File: src/rtl/exec_instr_gen_pkg.sv
// Shared types and limits for the ExecInstrGen multiplier pipe.
package exec_instr_gen_pkg;

    // Deepest pipeline the multiplier supports; occupancy is 4 bits wide.
    localparam int MUL_MAX_STAGE = 8;

    // Per-beat operand interpretation: 1 = two's complement, 0 = unsigned.
    typedef struct packed {
        logic a_sgn;
        logic b_sgn;
    } mul_mode_t;

    // Beat counter update: +1 on accept, -1 on retire, unchanged when both or neither.
    function automatic logic [3:0] occ_next(input logic [3:0] occ,
                                            input logic       inc,
                                            input logic       dec);
        logic [3:0] nxt;
        nxt = occ;
        if (inc && !dec) begin
            nxt = occ + 4'd1;
        end else if (!inc && dec) begin
            nxt = occ - 4'd1;
        end
        return nxt;
    endfunction

endpackage

File: src/rtl/exec_instr_gen_mul_stage.sv
// One enable-gated pipeline register: a valid bit plus a data word.
// Data only loads when the incoming beat is valid, so bubble contents
// (possibly X) never overwrite the word held behind a valid beat.
module exec_instr_gen_mul_stage #(
    parameter int WIDTH    = 32,
    parameter bit RST_DATA = 1'b0
) (
    input  logic             clk,
    input  logic             rst,
    input  logic             en,
    input  logic             d_valid,
    input  logic [WIDTH-1:0] d_data,
    output logic             q_valid,
    output logic [WIDTH-1:0] q_data
);

    // Valid bit shifts with every advance, carrying bubbles as well as beats.
    always_ff @(posedge clk or posedge rst) begin
        if (rst) begin
            q_valid <= 1'b0;
        end else if (en) begin
            q_valid <= d_valid;
        end
    end

    generate
        if (RST_DATA) begin : g_data_rst
            // Output-facing data word: cleared on reset so the result port reads 0.
            always_ff @(posedge clk or posedge rst) begin
                if (rst) begin
                    q_data <= '0;
                end else if (en && d_valid) begin
                    q_data <= d_data;
                end
            end
        end else begin : g_data_norst
            // Internal data word: no reset so it can fold into DSP pipeline registers.
            always_ff @(posedge clk) begin
                if (en && d_valid) begin
                    q_data <= d_data;
                end
            end
        end
    endgenerate

endmodule

File: src/rtl/exec_instr_gen_mul_pipe.sv
// Parametrised pipelined multiplier for ExecInstrGen address/stride math.
// Handshake: a beat moves on in_valid & in_ready and a result on
// out_valid & out_ready; the whole pipe advances in lockstep only when the
// output register is empty or being drained (adv), so a stalled result keeps
// out_valid/out_p stable and in_ready never looks at in_valid.
module exec_instr_gen_mul_pipe
    import exec_instr_gen_pkg::*;
#(
    parameter int A_W       = 16,
    parameter int B_W       = 16,
    parameter int P_W       = 32,
    parameter int NUM_STAGE = 3
) (
    input  logic           ap_clk,
    input  logic           ap_rst,
    input  logic           in_valid,
    output logic           in_ready,
    input  logic [A_W-1:0] in_a,
    input  logic [B_W-1:0] in_b,
    input  logic           in_a_sgn,
    input  logic           in_b_sgn,
    output logic           out_valid,
    input  logic           out_ready,
    output logic [P_W-1:0] out_p,
    output logic [3:0]     occupancy
);

    // Two sign-extended operands packed together are exactly this wide,
    // which is also the width the signed product is evaluated at.
    localparam int EXT_W = A_W + B_W + 2;

    mul_mode_t      mode;
    logic [A_W:0]   a_ext;
    logic [B_W:0]   b_ext;
    logic           adv;
    logic           in_fire;
    logic           out_fire;
    logic           last_valid;
    logic [P_W-1:0] last_p;
    logic [3:0]     occ;

    // Signed multiply of the extended operands; the low A_W+B_W bits equal
    // the product for every signed/unsigned combination.
    function automatic logic [EXT_W-1:0] mul_full(input logic [A_W:0] a,
                                                  input logic [B_W:0] b);
        logic signed [EXT_W-1:0] aw;
        logic signed [EXT_W-1:0] bw;
        aw = {{(B_W+1){a[A_W]}}, a};
        bw = {{(A_W+1){b[B_W]}}, b};
        return aw * bw;
    endfunction

    // Operand extension: the extra MSB is the sign only when that operand is signed.
    always_comb begin
        mode.a_sgn = in_a_sgn;
        mode.b_sgn = in_b_sgn;
        a_ext      = {mode.a_sgn & in_a[A_W-1], in_a};
        b_ext      = {mode.b_sgn & in_b[B_W-1], in_b};
    end

    assign adv       = ~last_valid | out_ready;
    assign in_ready  = adv;
    assign in_fire   = in_valid & adv;
    assign out_fire  = last_valid & out_ready;
    assign out_valid = last_valid;
    assign out_p     = last_p;
    assign occupancy = occ;

    generate
        if (NUM_STAGE == 1) begin : g_one
            logic [EXT_W-1:0] prod;
            logic             unused_prod_hi;

            assign prod           = mul_full(a_ext, b_ext);
            assign unused_prod_hi = ^prod[EXT_W-1:P_W];

            exec_instr_gen_mul_stage #(
                .WIDTH    (P_W),
                .RST_DATA (1'b1)
            ) u_out (
                .clk     (ap_clk),
                .rst     (ap_rst),
                .en      (adv),
                .d_valid (in_valid),
                .d_data  (prod[P_W-1:0]),
                .q_valid (last_valid),
                .q_data  (last_p)
            );
        end else begin : g_multi
            logic             s0_valid;
            logic [EXT_W-1:0] s0_ops;
            logic [EXT_W-1:0] prod;
            logic             unused_prod_hi;
            logic             pv [1:NUM_STAGE-1];
            logic [P_W-1:0]   pd [1:NUM_STAGE-1];

            // Stage 0 holds the extended operands; the multiply sits after it.
            exec_instr_gen_mul_stage #(
                .WIDTH    (EXT_W),
                .RST_DATA (1'b0)
            ) u_s0 (
                .clk     (ap_clk),
                .rst     (ap_rst),
                .en      (adv),
                .d_valid (in_valid),
                .d_data  ({a_ext, b_ext}),
                .q_valid (s0_valid),
                .q_data  (s0_ops)
            );

            assign prod           = mul_full(s0_ops[EXT_W-1:B_W+1], s0_ops[B_W:0]);
            assign unused_prod_hi = ^prod[EXT_W-1:P_W];

            // Stage 1 captures the product; later stages are retiming registers.
            for (genvar k = 1; k < NUM_STAGE; k++) begin : g_pipe
                logic           dv;
                logic [P_W-1:0] dd;

                if (k == 1) begin : g_src_mul
                    assign dv = s0_valid;
                    assign dd = prod[P_W-1:0];
                end else begin : g_src_prev
                    assign dv = pv[k-1];
                    assign dd = pd[k-1];
                end

                exec_instr_gen_mul_stage #(
                    .WIDTH    (P_W),
                    .RST_DATA (k == NUM_STAGE - 1)
                ) u_stg (
                    .clk     (ap_clk),
                    .rst     (ap_rst),
                    .en      (adv),
                    .d_valid (dv),
                    .d_data  (dd),
                    .q_valid (pv[k]),
                    .q_data  (pd[k])
                );
            end

            assign last_valid = pv[NUM_STAGE-1];
            assign last_p     = pd[NUM_STAGE-1];
        end
    endgenerate

    // Beats in flight: counts accepts minus retires, cleared by reset.
    always_ff @(posedge ap_clk or posedge ap_rst) begin
        if (ap_rst) begin
            occ <= 4'd0;
        end else begin
            occ <= occ_next(occ, in_fire, out_fire);
        end
    end

    // A stalled result must stay put until the consumer takes it.
    property p_out_hold;
        @(posedge ap_clk) disable iff (ap_rst)
            (out_valid && !out_ready) |=> (out_valid && $stable(out_p));
    endproperty
    a_out_hold: assert property (p_out_hold);

    // The counter can never exceed the number of pipeline slots.
    property p_occ_bound;
        @(posedge ap_clk) disable iff (ap_rst)
            occ <= 4'(NUM_STAGE);
    endproperty
    a_occ_bound: assert property (p_occ_bound);

endmodule

File: config.mk
export PLATFORM = sky130hd
export DESIGN_NAME = exec_instr_gen_mul_pipe
export DESIGN_NICKNAME = d
export VERILOG_FILES = /design/src/rtl/exec_instr_gen_pkg.sv /design/src/rtl/exec_instr_gen_mul_stage.sv /design/src/rtl/exec_instr_gen_mul_pipe.sv
export SDC_FILE = /design/constraint.sdc
export NUM_CORES = 1
export LEC_CHECK = 0
export BUFFER_PORTS_ARGS = -buffer_cell sky130_fd_sc_hd__buf_2
export CORE_ASPECT_RATIO = 1.25
export CORE_MARGIN = 4
export CORE_UTILIZATION = 58
export CTS_CLUSTER_SIZE = 8
export DETAILED_ROUTE_END_ITERATION = 6
export GPL_TIMING_DRIVEN = 0
export PLACE_DENSITY_LB_ADDON = 0.1
export SETUP_SLACK_MARGIN = 0.2
export SYNTH_ARGS = -nofsm -noshare
export SYNTH_HDL_FRONTEND = slang
export SYNTH_HIERARCHICAL = 1
export SYNTH_SLANG_ARGS = --single-unit
File: constraint.sdc
create_clock -name ap_clk -period 6.3 [get_ports ap_clk]
set_input_delay 0.945 -clock ap_clk [delete_from_list [all_inputs] [get_ports ap_clk]]
set_output_delay 0.945 -clock ap_clk [all_outputs]
set_load 0.005 [all_outputs]
# Word-level counts from Yosys, hierarchy flattened
# Index checks and enable logic that the tools add are counted.
# op_classes
addsub,2
multipliers,1
muxes,2
bitwise_logic,6
n_reduce_logical,8
# ops
operator,count
17-bit by 17-bit multiplier with 32-bit output,1
4-bit 2-to-1 mux,2
1-bit logical AND,5
"4-bit by 1-bit adder with 4-bit output, second input constant",1
1-bit AND,4
"4-bit by 1-bit subtractor with 4-bit output, second input constant",1
1-bit zero test,2
2-bit nonzero test,1
1-bit NOT,1
1-bit bitwise OR,1
# totals
regBits,105
in_bits,38
output_inout_bits,38
elab_cells,26

# Depth between registers and ports, before layout
# depth
ltp_word,7
ltp_mapped,23
mapped_depth_nobuf,22

# Modules after synthesis
# The synthesis kept the hierarchy.
# by_module_without_submodules
module,instances,cells_each,area_each_um2,seq_area_each_um2
exec_instr_gen_mul_pipe,1,1199,10849.2,100.1
exec_instr_gen_mul_stage (g_multi.g_pipe[2].u_stg),1,72,1347.5,825.8
exec_instr_gen_mul_stage (g_multi.u_s0),1,38,1072.3,1046.0
exec_instr_gen_mul_stage (g_multi.g_pipe[1].u_stg),1,36,1012.2,985.9

# Worst setup path before layout
# No wires, ideal clock.
# synth_path
path_kind,reg2reg
from,register g_multi.u_s0.q_data[8]
to,"register g_multi.g_pipe[1].u_stg.q_data[28], data pin"
setup_ns,0.259
t_arrival_ns,5.876
path_slack_ns,0.166
stages_incl_launch_ff,24
n_path_buf,2
period_less_slack_ns,6.134
cell_sequence,edfxtp_1 -> clkbuf_1 -> clkbuf_1 -> nand2_1 -> fa_1 -> inv_1 -> fa_1 -> inv_1 -> fa_1 -> inv_1 -> fa_1 -> fa_1 -> inv_1 -> fa_1 -> inv_1 -> ha_1 -> a211oi_1 -> o21ba_2 -> nand2_2 -> o41a_1 -> a211o_1 -> a31o_1 -> a21oi_2 -> xnor2_1
# synth_via
elab_chain_len,1
# synth_lines
item,line,source
from (decl),exec_instr_gen_mul_stage.sv:14,output logic [WIDTH-1:0] q_data
from (signal assigned),exec_instr_gen_mul_stage.sv:40,q_data <= d_data;
17-bit by 17-bit multiplier with 32-bit output,exec_instr_gen_mul_pipe.sv:50,return aw * bw;
named net g_multi.prod[28],exec_instr_gen_mul_pipe.sv:92,logic [EXT_W-1:0] prod;
to (signal assigned),exec_instr_gen_mul_stage.sv:40,
to (decl),exec_instr_gen_mul_stage.sv:14,
# The timed path passes the listed nets, and every way through them passes these cells.
# A chain may end at the register's enable or synchronous reset.

# Final worst setup path
# layout_path
from,register g_multi.u_s0.q_data[26]
to,"register g_multi.g_pipe[1].u_stg.q_data[30], data pin"
# The elaborated chain is that of the path after synthesis.

==> results by stage <==
Status:
- The flow ran to the end, and the final reports show no timing, DRC or antenna violations.

Global routing:
- The number of antenna violations at the first check in global routing came to 1.
- Global routing consumed, over all layers together, 28.2% of the routing resources.
- The maximum number of pins on one net before global-route repair is 35.
- For this run the aggregate overflow at the end of global routing stands at 0.
- The via count of the first global-routing pass is 11,000.
- The first global-routing pass estimated 58,100 um of wire.

Synthesis:
- The register bit count reported by yosys is 105.
- The proportion of synthesized area in mux cells is 3.57%.
- The fraction of synthesized cell area taken by the top area cell type is 39.7%.
- By area, the combinational part of the netlist is dominated by adder cells.
- Synthesis instantiated 53 different standard cells from the library.
- The total number of yosys warnings is 6.
- The share of the synthesized netlist area taken by xor and xnor gates is 2.64%.
- The share of synthesized flip-flops with an asynchronous set or reset is 37.1%.
- The cell area after technology mapping is 0.0143 mm2.
- Of the total synthesized cell area, the portion taken by full adders, half adders and majority gates is 47.1%.
- The number of enable flip-flop cells after synthesis is 66.
- Summing the areas of all and, or, nand and nor instances in the mapped netlist gives 12.9% of the synthesized area.
- In the synthesized netlist, the number of instances is 1,345.
- The synthesized design spends more area on one cell type than any other, namely fa_1.
- The net count of the mapped netlist is 1,751.
- The share of synthesized area occupied by flip-flops and latches is 20.7%.
- After synthesis, the cell types taking the most area are fa_1 (40%), edfxtp_1 (14%), inv_1 (8.6%), ha_1 (7.4%), dfrtp_1 (6.8%).
- In this run the mean area of a mapped cell was 10.6 um2.
- For this run, the leading register cell type out of synthesis is edfxtp_1.
- Summing the areas of all compound-gate instances in the mapped netlist gives 3.31% of the synthesized area.

Route:
- The average wire per standard cell is 19.5 um.
- The total via count after detailed routing is 9,848.
- After detailed routing, the total wire length is 36,000 um.
- The pre-antenna-repair detailed-routing pass consisted of 5 iterations.
- Using the TritonRoute via totals, the vias-per-cell ratio works out to 5.33.
- The residual DRC count is 0.
- The number of violations reported at the end of detailed-routing iteration 0 is 406.
- In this run the remaining antenna-violating nets after routing total 0.

Critical path:
- The endpoint class of the critical path is a register.
- The capture instance of the worst register-to-register path is g_multi.g_pipe[1].u_stg/q_data[30].
- The worst setup slack for register-to-register paths is 0.16 ns.
- Data arrives at the worst endpoint at 6.22 ns.
- In this run the worst path has a maximum fanout of 7.
- The most critical setup path has its startpoint at g_multi.u_s0/q_data[26].
- Data on the critical path is required at its endpoint by 6.38 ns.
- For the worst flop-to-flop path, the logic depth is 20.
- STA classifies the critical path startpoint as a register.
- The type of the worst setup path is register to register.
- The reg-to-reg startpoint is g_multi.u_s0/q_data[26].
- The worst setup path endpoint is g_multi.g_pipe[1].u_stg/q_data[30].

Clock tree:
- CTS built an H-tree with a depth of 3.
- Clock tree synthesis found a total of 105 sinks.
- TritonCTS built the clock tree.
- The insertion delay of the later-clocked pin in the worst-skew pair is 0.37 ns.
- The clock tree root driver cell is clkbuf_16.
- The number of hold buffers added after CTS was 0.
- Buffers inserted during clock tree synthesis total 9.
- The longest clock path from root to sink contains 2 buffers.
- Clock-pin slew was measured on the worst setup and hold paths at 0.07 ns.

Die:
- During I/O placement, the number of pins put on the boundary was 76.
- The initial core utilization is 59.6%.
- The die is 183 um tall.
- The placement row count is 63.
- The floorplan step defined a die boundary enclosing 0.0272 mm2.
- The total area inside the core boundary comes to 0.0240 mm2.
- The floorplan step set the die width to 148 um.

STA:
- Setup repair after global routing could not meet its margin everywhere.
- The final number of setup-violating endpoints is 0.
- The maximum frequency from static timing analysis is 163 MHz.
- The total count of hold-check failures in the final report came to 0.
- The final-report max-slew violation count is 0.
- The minimum period implied by the final worst setup slack is 6.14 ns.
- The worst path uses 97.5% of the clock period.
- Measured against its own limit, the worst slew margin works out to 39.1%.
- Clock skew on the completed layout was measured at 0.0114 ns.
- At the pin with the least slew margin, the transition time is 0.914 ns.

Finish:
- The repair_antennas step left the layout with diodes totalling 0.
- The final net count is 1,924.
- The fraction of layout cells with a size suffix above 1 is 23.2%.
- The relative area change from synthesis to final layout is 17.0%.
- Summing all non-filler instances in the final layout gives an area of 0.0167 mm2.

Min path:
- The min-delay analysis places its worst path in the category primary input to asynchronous set/reset pin.

Place:
- The wire-length estimate of the detail-placed layout is 27,200 um.
- Routability-driven placement finished with a final weighted congestion of 0.948.
- Input and output buffers added on the ports amount to 75.
- The placement-stage cell area is 0.0151 mm2.

Flow run:
- The count of maximum capacitance violations is 0.
## critical path: stages, from the launching register on
cell      delay (ns)
edfxtp_1        0.57
and2_4          0.23
fa_1            0.51
inv_1           0.05
fa_1            0.48
fa_1            0.51
inv_2           0.04
fa_1            0.50
fa_1            0.49
inv_1           0.05
fa_1            0.49
inv_2           0.05
ha_4            0.24
a211oi_2        0.25
o21ba_4         0.18
nand2_2         0.04
o41a_1          0.41
a211o_4         0.40
nand3_2         0.08
a311o_1         0.17
nand3_2         0.12
## routing by layer
| metal | part of all wire [%] | GRT usage [%] | vias to the layer above |
|---|---|---|---|
| met1 | 36 | 32.9 | 5060 |
| met3 | 5.1 | 4.54 | 126 |
| met2 | 52 | 50.4 | 311 |
| met4 | 6.4 | 14.4 | 2 |
| li1 | - | - | 4349 |
| met5 | 0.031 | 0 | - |
## through the flow
step	hold slack, ns	util (%)	setup WS, ns	TNS, ns	instances
final	0.442	69.7	0.158	0	1848
after global routing	0.438	69.7	-0.000703	-0.000703	1848
after CTS	0.428	68.5	0.0963	0	1831
after detailed placement	0.461	62.9	-0.884	-6.88	1745
after global placement	0.453	62.9	-0.762	-5.73	1745
after floorplan	0.455	-	0.204	0	1345
## synthesized netlist by cell type (2+ instances only)
cell,n
edfxtp_1,66
and3_1,4
clkbuf_1,37
o21ai_0,15
or2_2,2
inv_1,326
nor3_1,8
nand2b_1,9
o21a_1,2
or4_1,2
a211oi_1,2
a21oi_1,14
buf_6,3
o21bai_1,2
a31oi_1,3
a21oi_2,2
dfrtp_1,39
fa_1,283
xnor2_1,37
a21o_2,2
a211o_1,2
nand2_1,136
and2_1,153
a21boi_0,2
mux2_4,31
and2_2,2
ha_1,85
nand2_2,2
xor2_1,6
a21o_1,7
nor2_1,29
nand3_1,8
mux2_2,4
## cell type report
cell class	instances	area, um2
multi-input combinational	874	10300
fill	1887	7260
sequential	105	2960
inverter	326	1230
timing repair buffer	162	1090
buffer	40	450
tap	325	407
clock buffer	9	225
clock inverter	7	61.3
## worst min-delay path by stage
stage | from | endpoint | slack [ns] | cells after the start
global placement | occupancy[3] | occupancy[3] | 0.45 | 1
finish | ap_rst | g_multi.g_pipe[1].u_stg/q_valid | 0.44 | 2
global route | ap_rst | g_multi.g_pipe[1].u_stg/q_valid | 0.44 | 2
CTS | ap_rst | g_multi.u_s0/q_valid | 0.43 | 2
detailed placement | occupancy[3] | occupancy[3] | 0.46 | 1
floorplan | g_multi.g_pipe[1].u_stg/q_data[10] | g_multi.g_pipe[2].u_stg/q_data[10] | 0.46 | 1
## layout by cell type (no fill, tap or decap), drive strengths merged, types with 16 or more instances in the layout
cell type,count
inv,329
buf,178
dfrtp,39
edfxtp,66
fa,283
clkbuf,33
ha,85
xnor2,37
o21ai,16
mux2,35
and2,155
nor2,29
nand2,138
a21oi,17
## sequential cells by signal, indices dropped and copies added, names as in the netlist
name	count
g_multi.g_pipe.u_stg/q_data	64
g_multi.g_pipe.u_stg/q_valid	2
g_multi.u_s0/q_data	34
g_multi.u_s0/q_valid	1
occupancy	4
## repair_timing
action | in CTS | in global routing
buffers inserted | 70 | 17
resized for setup | 143 | 70
pin swaps | 48 | 41
endpoints found under the setup margin | 15 | 11
## kinds of logic after synthesis
group,after synthesis
buffers and inverters,366
AND/OR/NAND/NOR,361
AO/OA/AOI/OAI,67
adder cells (fa/ha/maj),368
flip-flops,105
multiplexers,35
XOR/XNOR,43
Power is left out: the tool's default activity adds up to more than one toggle a clock period on the data nets, which glitch-free logic cannot reach.
